File: src/rtl/frequency_readout_if.sv
// Result channel of the frequency readout: averaged period plus timeout qualifier
// on a valid/ready handshake toward the row/column readout mux.
interface frequency_readout_if #(
    parameter int COUNT_WIDTH = 16
);
    logic [COUNT_WIDTH-1:0] data;
    logic                   valid;
    logic                   ready;
    logic                   timeout_flag;

    modport master (
        output data,
        output valid,
        output timeout_flag,
        input  ready
    );

    modport slave (
        input  data,
        input  valid,
        input  timeout_flag,
        output ready
    );
endinterface

File: src/rtl/frequency_readout.sv
// Measures the period of an asynchronous square wave in clk cycles, averaged over
// 2**AVG_LOG2 periods, with stall timeout and a single-entry output register.
module frequency_readout #(
    parameter int COUNT_WIDTH    = 16,
    parameter int AVG_LOG2       = 2,
    parameter int TIMEOUT_CYCLES = 65000,
    parameter int SYNC_STAGES    = 2
) (
    input  logic                clk_i,
    input  logic                rst_n_i,
    input  logic                clear_i,
    input  logic                freq_i,
    frequency_readout_if.master out_if,
    output logic                overrun_o,
    output logic                busy_o
);

    localparam int ACC_W = COUNT_WIDTH + AVG_LOG2;
    localparam int N_W   = (AVG_LOG2 > 0) ? AVG_LOG2 : 1;

    localparam logic [COUNT_WIDTH-1:0] TIMEOUT_VAL = COUNT_WIDTH'(TIMEOUT_CYCLES);
    localparam logic [COUNT_WIDTH-1:0] COUNT_MAX   = '1;
    localparam logic [N_W-1:0]         N_LAST      = N_W'((1 << AVG_LOG2) - 1);

    typedef enum logic [0:0] {
        ST_IDLE    = 1'b0,
        ST_MEASURE = 1'b1
    } state_t;

    // ------------------------------------------------------------------
    // Input synchroniser and rising-edge detect
    // ------------------------------------------------------------------
    logic [SYNC_STAGES-1:0] sync_q;
    logic                   delay_q;
    logic                   rise;

    always_ff @(posedge clk_i or negedge rst_n_i) begin
        if (!rst_n_i) begin
            sync_q[0] <= 1'b0;
        end else begin
            sync_q[0] <= freq_i;
        end
    end

    for (genvar gi = 1; gi < SYNC_STAGES; gi++) begin : g_sync
        always_ff @(posedge clk_i or negedge rst_n_i) begin
            if (!rst_n_i) begin
                sync_q[gi] <= 1'b0;
            end else begin
                sync_q[gi] <= sync_q[gi-1];
            end
        end
    end

    always_ff @(posedge clk_i or negedge rst_n_i) begin
        if (!rst_n_i) begin
            delay_q <= 1'b0;
        end else begin
            delay_q <= sync_q[SYNC_STAGES-1];
        end
    end

    assign rise = sync_q[SYNC_STAGES-1] & ~delay_q;

    // ------------------------------------------------------------------
    // Measurement FSM
    // ------------------------------------------------------------------
    state_t                 state_q;
    logic                   busy_q;
    logic [COUNT_WIDTH-1:0] counter_q;
    logic [ACC_W-1:0]       acc_q;
    logic [N_W-1:0]         n_q;
    logic                   res_valid_q;
    logic [COUNT_WIDTH-1:0] res_data_q;
    logic                   res_timeout_q;

    logic [ACC_W-1:0]       sum_d;
    logic [COUNT_WIDTH-1:0] avg_d;
    logic                   last_period;

    // Accumulator is wide enough to hold 2**AVG_LOG2 saturated periods.
    assign sum_d       = acc_q + ACC_W'(counter_q);
    assign avg_d       = sum_d[ACC_W-1:AVG_LOG2];
    assign last_period = (n_q == N_LAST);

    always_ff @(posedge clk_i or negedge rst_n_i) begin
        if (!rst_n_i) begin
            state_q       <= ST_IDLE;
            busy_q        <= 1'b0;
            counter_q     <= '0;
            acc_q         <= '0;
            n_q           <= '0;
            res_valid_q   <= 1'b0;
            res_data_q    <= '0;
            res_timeout_q <= 1'b0;
        end else if (clear_i) begin
            state_q     <= ST_IDLE;
            busy_q      <= 1'b0;
            counter_q   <= '0;
            acc_q       <= '0;
            n_q         <= '0;
            res_valid_q <= 1'b0;
        end else begin
            res_valid_q <= 1'b0;
            case (state_q)
                ST_IDLE: begin
                    counter_q <= '0;
                    acc_q     <= '0;
                    n_q       <= '0;
                    if (rise) begin
                        state_q   <= ST_MEASURE;
                        busy_q    <= 1'b1;
                        counter_q <= COUNT_WIDTH'(1);
                    end
                end
                ST_MEASURE: begin
                    if (rise) begin
                        // The edge that closes this period also opens the next one.
                        counter_q <= COUNT_WIDTH'(1);
                        if (last_period) begin
                            res_valid_q   <= 1'b1;
                            res_data_q    <= avg_d;
                            res_timeout_q <= 1'b0;
                            acc_q         <= '0;
                            n_q           <= '0;
                        end else begin
                            acc_q <= sum_d;
                            n_q   <= n_q + N_W'(1);
                        end
                    end else if (counter_q == TIMEOUT_VAL) begin
                        res_valid_q   <= 1'b1;
                        res_data_q    <= '1;
                        res_timeout_q <= 1'b1;
                        state_q       <= ST_IDLE;
                        busy_q        <= 1'b0;
                        counter_q     <= '0;
                        acc_q         <= '0;
                        n_q           <= '0;
                    end else if (counter_q != COUNT_MAX) begin
                        counter_q <= counter_q + COUNT_WIDTH'(1);
                    end
                end
                default: begin
                    state_q <= ST_IDLE;
                    busy_q  <= 1'b0;
                end
            endcase
        end
    end

    assign busy_o = busy_q;

    // ------------------------------------------------------------------
    // Single-entry output register with overrun detection
    // ------------------------------------------------------------------
    logic                   valid_q;
    logic [COUNT_WIDTH-1:0] data_q;
    logic                   timeout_q;
    logic                   overrun_q;

    always_ff @(posedge clk_i or negedge rst_n_i) begin
        if (!rst_n_i) begin
            valid_q   <= 1'b0;
            data_q    <= '0;
            timeout_q <= 1'b0;
            overrun_q <= 1'b0;
        end else if (clear_i) begin
            valid_q   <= 1'b0;
            timeout_q <= 1'b0;
            overrun_q <= 1'b0;
        end else if (res_valid_q) begin
            // A held result is never overwritten; the newcomer is dropped instead.
            if (!valid_q || out_if.ready) begin
                valid_q   <= 1'b1;
                data_q    <= res_data_q;
                timeout_q <= res_timeout_q;
            end else begin
                overrun_q <= 1'b1;
            end
        end else if (valid_q && out_if.ready) begin
            valid_q <= 1'b0;
        end
    end

    assign out_if.valid        = valid_q;
    assign out_if.data         = data_q;
    assign out_if.timeout_flag = timeout_q;
    assign overrun_o           = overrun_q;

endmodule
File: src/flat_wrapper.sv
// flat-port wrapper written by rule: the top's interface ports become plain ports
module frequency_readout_flat 
#(
    parameter int COUNT_WIDTH    = 16,
    parameter int AVG_LOG2       = 2,
    parameter int TIMEOUT_CYCLES = 65000,
    parameter int SYNC_STAGES    = 2
)
  (clk_i, rst_n_i, clear_i, freq_i, overrun_o, busy_o, out_if_data, out_if_valid, out_if_timeout_flag, out_if_ready);
  frequency_readout_if #(.COUNT_WIDTH(COUNT_WIDTH)) out_if_i ();
  input  logic clk_i;
  input  logic rst_n_i;
  input  logic clear_i;
  input  logic freq_i;
  output logic overrun_o;
  output logic busy_o;
  output wire logic [$bits(out_if_i.data)-1:0] out_if_data;
  output wire logic [$bits(out_if_i.valid)-1:0] out_if_valid;
  output wire logic [$bits(out_if_i.timeout_flag)-1:0] out_if_timeout_flag;
  input wire logic [$bits(out_if_i.ready)-1:0] out_if_ready;
  assign out_if_data = out_if_i.data;
  assign out_if_valid = out_if_i.valid;
  assign out_if_timeout_flag = out_if_i.timeout_flag;
  assign out_if_i.ready = out_if_ready;
  frequency_readout #(.COUNT_WIDTH(COUNT_WIDTH), .AVG_LOG2(AVG_LOG2), .TIMEOUT_CYCLES(TIMEOUT_CYCLES), .SYNC_STAGES(SYNC_STAGES)) u_core (.clk_i(clk_i), .rst_n_i(rst_n_i), .clear_i(clear_i), .freq_i(freq_i), .out_if(out_if_i), .overrun_o(overrun_o), .busy_o(busy_o));
endmodule
File: config.mk
export PLATFORM = sky130hd
export DESIGN_NAME = frequency_readout_flat
export DESIGN_NICKNAME = d
export VERILOG_FILES = /design/src/rtl/frequency_readout_if.sv /design/src/rtl/frequency_readout.sv /design/src/flat_wrapper.sv
export SDC_FILE = /design/constraint.sdc
export NUM_CORES = 1
export LEC_CHECK = 0
export CAP_MARGIN = 15
export CELL_PAD_IN_SITES_DETAIL_PLACEMENT = 1
export CELL_PAD_IN_SITES_GLOBAL_PLACEMENT = 2
export CORE_MARGIN = 4
export CORE_UTILIZATION = 25
export CTS_BUF_LIST = sky130_fd_sc_hd__clkbuf_4
export DETAILED_ROUTE_END_ITERATION = 7
export PLACE_DENSITY = 0.58
export SKIP_LAST_GASP = 1
export SYNTH_ARGS = -nofsm -noshare
export SYNTH_HDL_FRONTEND = slang
export SYNTH_SLANG_ARGS = --single-unit
export TNS_END_PERCENT = 30
File: constraint.sdc
create_clock -name clk_i -period 2.2 [get_ports clk_i]
set_input_delay 0.33 -clock clk_i [delete_from_list [all_inputs] [get_ports clk_i]]
set_output_delay 0.33 -clock clk_i [all_outputs]
set_load 0.1 [all_outputs]
==> flow_summary.ini <==
[detailed_routing]
detail-route-antenna-nets = 0
drc = 0
avgRoutedWirePerCell_um = 15.7
via_per_inst = 4.72
wirelength_um = 9760
vias = 2940
initialDrtViolationCount = 114
first_pass_iters = 4

[power_and_ir_drop]
switching_share_pct = 24.1
pwr-share-comb_pct = 3.7
total_power_mw = 2.55
ir_drop_uv = 206
clkPwrFrac_pct = 39.6
internal_power_mw = 1.93
seqPwrFrac_pct = 56.7
netSwitchingPower_mw = 0.615
p_per_area_mw_per_mm2 = 503
power_leakage_nw = 2.44

[sta]
setup_viol = 0
slew_violations = 0
final.min_clock_period_ns = 2.16
post-route-period-util_pct = 98.1
hold_viol = 0
worst_pin_slew_ns = 0.506
maxSlewHeadroom_pct = 66.2
finalClockSkew_ns = 0.0221
rsz0062_at_grt = true
fin_setup_tns_ns = 0
fmaxAchievable_mhz = 463

[cells_and_area]
fin_util_pct = 33.3
nets = 454
drive_above_1_share_pct = 32.0
area_growth_pct = 30.1
finalInstanceArea_mm2 = 0.00506

[die]
rows = 45
io_pins = 25
initial_core_util_pct = 25.6
die_h_um = 133
die_w_um = 133
core-area_mm2 = 0.0152
fp.dieArea_mm2 = 0.0176

[worst_hold_path]
hp-start = freq_i
hold_depth = 1
min_to = u_core.sync_q[0]
hold_path_class = in -> reg

[cts]
cts_tree = yes
clk_pin_slew_ns = 0.13
htree_levels = 3
root_buffer = clkbuf_4
clock_latency_ns = 0.45
cts_buffers = 9
clockBufferDepth = 2
cts_sinks = 78

[critical_path]
critical_path_required_ns = 2.55
crit_fanout = 3
ff2ff_setup_slack_ns = 0.04
crit_arrival_ns = 2.51
path_class = reg -> reg
critPathLaunchType = flop
endpoint_kind = flop
rr_endpoint = u_core.acc_q[16]
reg2regPathDepth = 11
r2r-start = u_core.acc_q[0]

[logic_synthesis]
syn_area_mm2 = 0.00389
ys.flop_type = dfrtp_1
synthTopCellsByArea = dfrtp_1, ha_1, mux2_2
yosysSeqAreaShare_pct = 50.2
postSynth.asyncResetShare_pct = 100
synth_top_cell_by_area = dfrtp_1
syn_nets = 373
synth_area_per_cell_um2 = 11.2
syn-instance-count = 348
synth_top_area_share_pct = 50.2
synth_edf_count = 0
synth.distinct_cells = 51
synth.ff_latch_count = 78
yosysWarningCount = 0

[global_routing]
antenna_found_initial = 1
grt_max_degree = 42
grt_pass1_wl_um = 16200
grt.overflow.total = 0
grt_pass1_vias = 3114
grt.total_usage_pct = 11.5

[place]
post-dp-hpwl_um = 7230
port_buffers = 24
finalWeightedCongestion = 0.854
placed_area_mm2 = 0.00465

[status]
status = completed

[job]
drv_cap = 0
metal layers:
metal / routed length [um] / GRT usage [%] / vias up
li1: - / - / 1431
met1: 4680 / 15.3 / 1476
met2: 4780 / 18.6 / 25
met3: 195 / 2.36 / 8
met4: 107 / 3.98 / 0
met5: 0 / 0 / -
repair_timing:
action | CTS | global route
setup buffers | 0 | 9
resized for setup | 1 | 26
endpoints found under the hold margin | 37 | 0
endpoints found under the setup margin | 6 | 32
pin swaps | 2 | 18
hold buffers | 1 | 0
flip-flops by register name, indices dropped and copies added, names as in the netlist:
name	count
u_core.acc_q	18
u_core.busy_o	1
u_core.counter_q	16
u_core.delay_q	1
u_core.n_q	2
u_core.out_if.data	16
u_core.out_if.timeout_flag	1
u_core.out_if.valid	1
u_core.overrun_o	1
u_core.res_data_q	16
u_core.res_timeout_q	1
u_core.res_valid_q	1
u_core.state_q	1
u_core.sync_q	2
layout by cell type (no fill, tap or decap), types with 6 or more instances in the layout:
master / netlist / layout
xor2_1: 12 / 12
nor2_1: 31 / 31
dfrtp_1: 78 / 76
a22o_1: 16 / 16
nand3_1: 12 / 11
inv_1: 6 / 6
a21o_1: 11 / 11
mux2_2: 16 / 16
o22a_1: 16 / 16
nand2_1: 19 / 17
o21ai_0: 11 / 10
clkbuf_4: 0 / 9
buf_4: 0 / 70
a21oi_1: 19 / 15
ha_1: 19 / 14
xnor2_1: 14 / 13
cell families after synthesis:
logic type      synth area share [%]
fa+ha+maj                       6.63
buf+inv                         2.06
mux                             5.15
xor+xnor                        5.85
simple gates                    13.6
flops                           50.2
compound gates                  16.6
worst max path at each step:
| stage | to | slack, ns | startpoint | cells after the start |
|---|---|---|---|---|
| floorplan | u_core.acc_q[14] | 0.006 | u_core.counter_q[0] | 10 |
| CTS | u_core.acc_q[17] | -0.02 | u_core.acc_q[3] | 8 |
| global route | u_core.acc_q[14] | -0.08 | u_core.acc_q[0] | 10 |
| global placement | u_core.res_data_q[14] | -0.03 | u_core.counter_q[7] | 8 |
| detailed placement | u_core.acc_q[14] | -0.02 | u_core.acc_q[0] | 10 |
| finish | u_core.acc_q[16] | 0.04 | u_core.acc_q[0] | 11 |
synthesized netlist by cell type, types with 6 or more instances:
library cell / number
xnor2_1: 14
nand2_1: 19
ha_1: 19
mux2_2: 16
inv_1: 6
xor2_1: 12
dfrtp_1: 78
o21ai_0: 11
o22a_1: 16
nand3_1: 12
a21oi_1: 19
nor2_1: 31
nand2b_1: 6
a21o_1: 11
a22o_1: 16
power groups by stage:
stage / Sequential (mW) / Combinational (mW) / Clock (mW)
after floorplan: 1.48 / 0.0270 / 0
after global placement: 1.47 / 0.0972 / 0
after detailed placement: 1.47 / 0.0985 / 0
after CTS: 1.45 / 0.0998 / 1.06
after global routing: 1.45 / 0.109 / 1.12
final: 1.45 / 0.0949 / 1.01
through the flow:
stage | setup slack (ns) | std cells | hold WS (ns)
after floorplan | 0.00626 | 348 | 0.0344
after global placement | -0.0305 | 596 | 0.336
after detailed placement | -0.0162 | 596 | 0.341
after CTS | -0.0199 | 613 | 0.256
after global routing | -0.0829 | 623 | 0.257
final | 0.0425 | 623 | 0.306
layout make-up:
type	count	area, um2
Clock buffer	9	67.6
Multi-Input combinational cell	254	2000
Sequential cell	78	1950
Antenna cell	1	2.50
Clock inverter	7	97.6
Fill cell	1692	10100
Timing Repair Buffer	80	677
Inverter	6	22.5
Tap cell	188	235
worst max-delay path, cell delays in order, from the launching register on:
cell and delay (ns):
dfrtp_1 0.38, ha_2 0.18, inv_1 0.06, fa_2 0.34, nand2b_4 0.15, a21o_1 0.22
nand3_2 0.09, a31oi_4 0.10, o21ai_1 0.16, buf_4 0.14, o21ai_0 0.07, a21o_1 0.18
No activity file was read; power rests on OpenSTA's default activity.
==> RTL change, RTL diff (same settings) <==
`AVG_LOG2` is set to 2 in 2 places; all go to 1. Comments in the files are not updated.
--- a/src/rtl/frequency_readout.sv
+++ b/src/rtl/frequency_readout.sv
@@ -4,3 +4,3 @@
     parameter int COUNT_WIDTH    = 16,
-    parameter int AVG_LOG2       = 2,
+    parameter int AVG_LOG2       = 1,
     parameter int TIMEOUT_CYCLES = 65000,
--- a/src/flat_wrapper.sv
+++ b/src/flat_wrapper.sv
@@ -4,3 +4,3 @@
     parameter int COUNT_WIDTH    = 16,
-    parameter int AVG_LOG2       = 2,
+    parameter int AVG_LOG2       = 1,
     parameter int TIMEOUT_CYCLES = 65000,
Behaviour: not the same (a bounded check fails within 10 cycles, from zero or initial values and one cycle with rst_n_i low).
==> RTL change against the original RTL <==
The run now ends with negative setup slack left; sequential cell count down 2; fmax down 9.7%; clock skew decreased by 6.7 ps; hold slack gained 34 ps; worst setup slack got worse by 230 ps; area after synthesis is 4.1% lower; power fell by 6.7%; clock power fell by 17%; wire length fell by 2.9%; cell area decreased by 3.9%; critical path type unchanged; largest power group unchanged; highest routed layer unchanged.
==> RTL change: results (changes against the original RTL) <==
| Metric | Value |
|---|---|
| Register area share after synthesis | `51.0% (+0.81 points)` |
| Vias in the first global route | `2988 (-4.0%)` |
| Largest register FFs | `17 (-1)` |
| VDD IR-drop max | `239 µV (+16%)` |
| Synth cell count leaders | `76 x dfrtp_1, 43 x nor2_1, 18 x ha_1` |
| Largest net degree at the start of global routing | `52 (+24%)` |
| Worst Path Arrival | `2710 ps (+200 ps)` |
| CP peak stage delay | `410 ps (+30 ps)` |
| Ys Warns | `0 (unchanged)` |
| Worst min-delay path category | `input port to register` |
| RR Startpoint | `u_core.acc_q[0]` |
| I/O Buffers | `24 (unchanged)` |
| Synth unique cells | `41 (-20%)` |
| Clk Latency, worst-skew pair | `430 ps (-20 ps)` |
| First-pass GRT wire length | `15500 µm (-4.1%)` |
| Area after DPL | `4560 µm² (-2.1%)` |
| TNS Setup | `-1200 ps (-1200 ps)` |
| Via density | `4.67 (-1.1%)` |
| Failing checks | `negative setup slack` |
| Worst-path clk slew | `around 120 ps` |
| Routability cong. | `0.767 (-10%)` |
| Clock tree buffer depth | `2 (unchanged)` |
| Net Sw Frac | `24.1% (-0.026 points)` |
| HPWL Detailed | `6950 µm (-3.9%)` |
| Top_reg_cell synth | `dfrtp_1` |
| Slowest-stage cell, CP | `dfrtp_1` |
| Largest cells by area after synthesis | `dfrtp_1 51%, ha_1 6.0%, mux2_2 5.1%` |
| Critical path fanouts, max | `4 (+1)` |
| Combinational group power | `0.000112 W (+18%)` |
| Average wire per cell in the routed design | `15.5 µm (-1.0%)` |
| Top delay family on crit path | `compound AO/OA/AOI/OAI gates` |
| Setup-failing EPs final | `11 (+11)` |
| Layout cells sized above 1 | `31.7% (-0.34 points)` |
| Leakage power | `2.41 nW (-1.4%)` |
| WHS | `341 ps (+34.3 ps)` |
| Status | `finished, violations left` |
| Net Count, Synth | `364 (-2.4%)` |
| Clock power share | `35.2% (-4.4 points)` |
| Post-route setup slack | `-190 ps (-232 ps)` |
| Iter 0 DRT Violations | `145 (+27%)` |
| All-Layer GR Usage | `11.7% (+0.18 points)` |
| Final Net Count | `445 (-2.0%)` |
| Worst Skew | `15.4 ps (-6.66 ps)` |
| Worst reg2reg endpoint | `u_core.res_data_q[15]` |
| R2R cell count | `9 (-2)` |
| Relative slew slack | `55.2% (-11 points)` |
[RTL change: cell types whose count changed in the layout (fill, tap and decap cells not counted), moves of 3 or more]
| cell | delta |
|---|---|
| nand3_1 | +5 |
| nor2_1 | +11 |
| nand2_1 | -4 |
| xnor2_1 | -4 |
| o22a_1 | -7 |
| a31oi_1 | +3 |
| clkinv_1 | +3 |
| nand4_1 | -3 |
| or3_1 | +3 |
| o21ai_0 | -4 |
| nor3_1 | +7 |
[RTL change: metal layers]
layer / up-vias / share of wire [%] / track usage (%)
li1: 1394 / - / -
met1: 1430 / 48 / 16.3
met2: 22 / 49 / 18.3
met3: 7 / 1.8 / 1.96
met4: 0 / 1.4 / 4.03
met5: - / 0 / 0
[RTL change: what timing repair did]
action,CTS,global route
buffers inserted,2,2
pin swaps,10,19
hold buffers,1,0
endpoints found under the hold margin,50,0
setup endpoints to repair,16,39
gates resized for setup,1,23
[RTL change: final cells by class]
type / count / area, µm²
fillers: 1620 / 9720
flip-flops and latches: 76 / 1900
multi-input cells: 248 / 1890
repair buffers: 82 / 692
well taps: 184 / 230
clock buffers: 10 / 75.1
clock inverters: 6 / 55.1
inverters: 4 / 15.0
diodes: 1 / 2.50
[RTL change: worst max-delay path by stage]
stage                             start               endpoint  slack, ps  cells after the start
floorplan           u_core.counter_q[0]  u_core.res_data_q[15]       -110                      9
global placement        u_core.acc_q[0]  u_core.res_data_q[15]       -160                      9
detailed placement      u_core.acc_q[0]       u_core.acc_q[14]       -200                      9
CTS                     u_core.acc_q[0]  u_core.res_data_q[15]       -210                      9
global route            u_core.acc_q[0]  u_core.res_data_q[15]       -320                      9
finish                  u_core.acc_q[0]  u_core.res_data_q[15]       -190                      9
[RTL change: cells by family (layout without fill, tap and decap cells)]
| group | Yosys count | count (layout) | synth area share (%) |
|---|---|---|---|
| DFF | 76 | 76 | 51.0 |
| xor gates and xnor gates | 23 | 23 | 5.40 |
| other | 0 | 1 | 0 |
| buffers and inverters | 16 | 102 | 1.95 |
| adders and majority gates | 19 | 19 | 6.58 |
| AOI/OAI and AO/OA | 81 | 81 | 16.4 |
| and+or+nand+nor | 107 | 107 | 13.3 |
| muxes | 18 | 18 | 5.40 |
[RTL change: metrics by stage]
step / power, W / worst slack, ps / std cells / util (%)
floorplan: 0.00150 / -110 / 340 / -
global placement: 0.00157 / -164 / 589 / 31.2
detailed placement: 0.00157 / -201 / 589 / 31.2
CTS: 0.00243 / -207 / 608 / 32.3
global route: 0.00250 / -322 / 611 / 33.4
finish: 0.00238 / -190 / 611 / 33.4
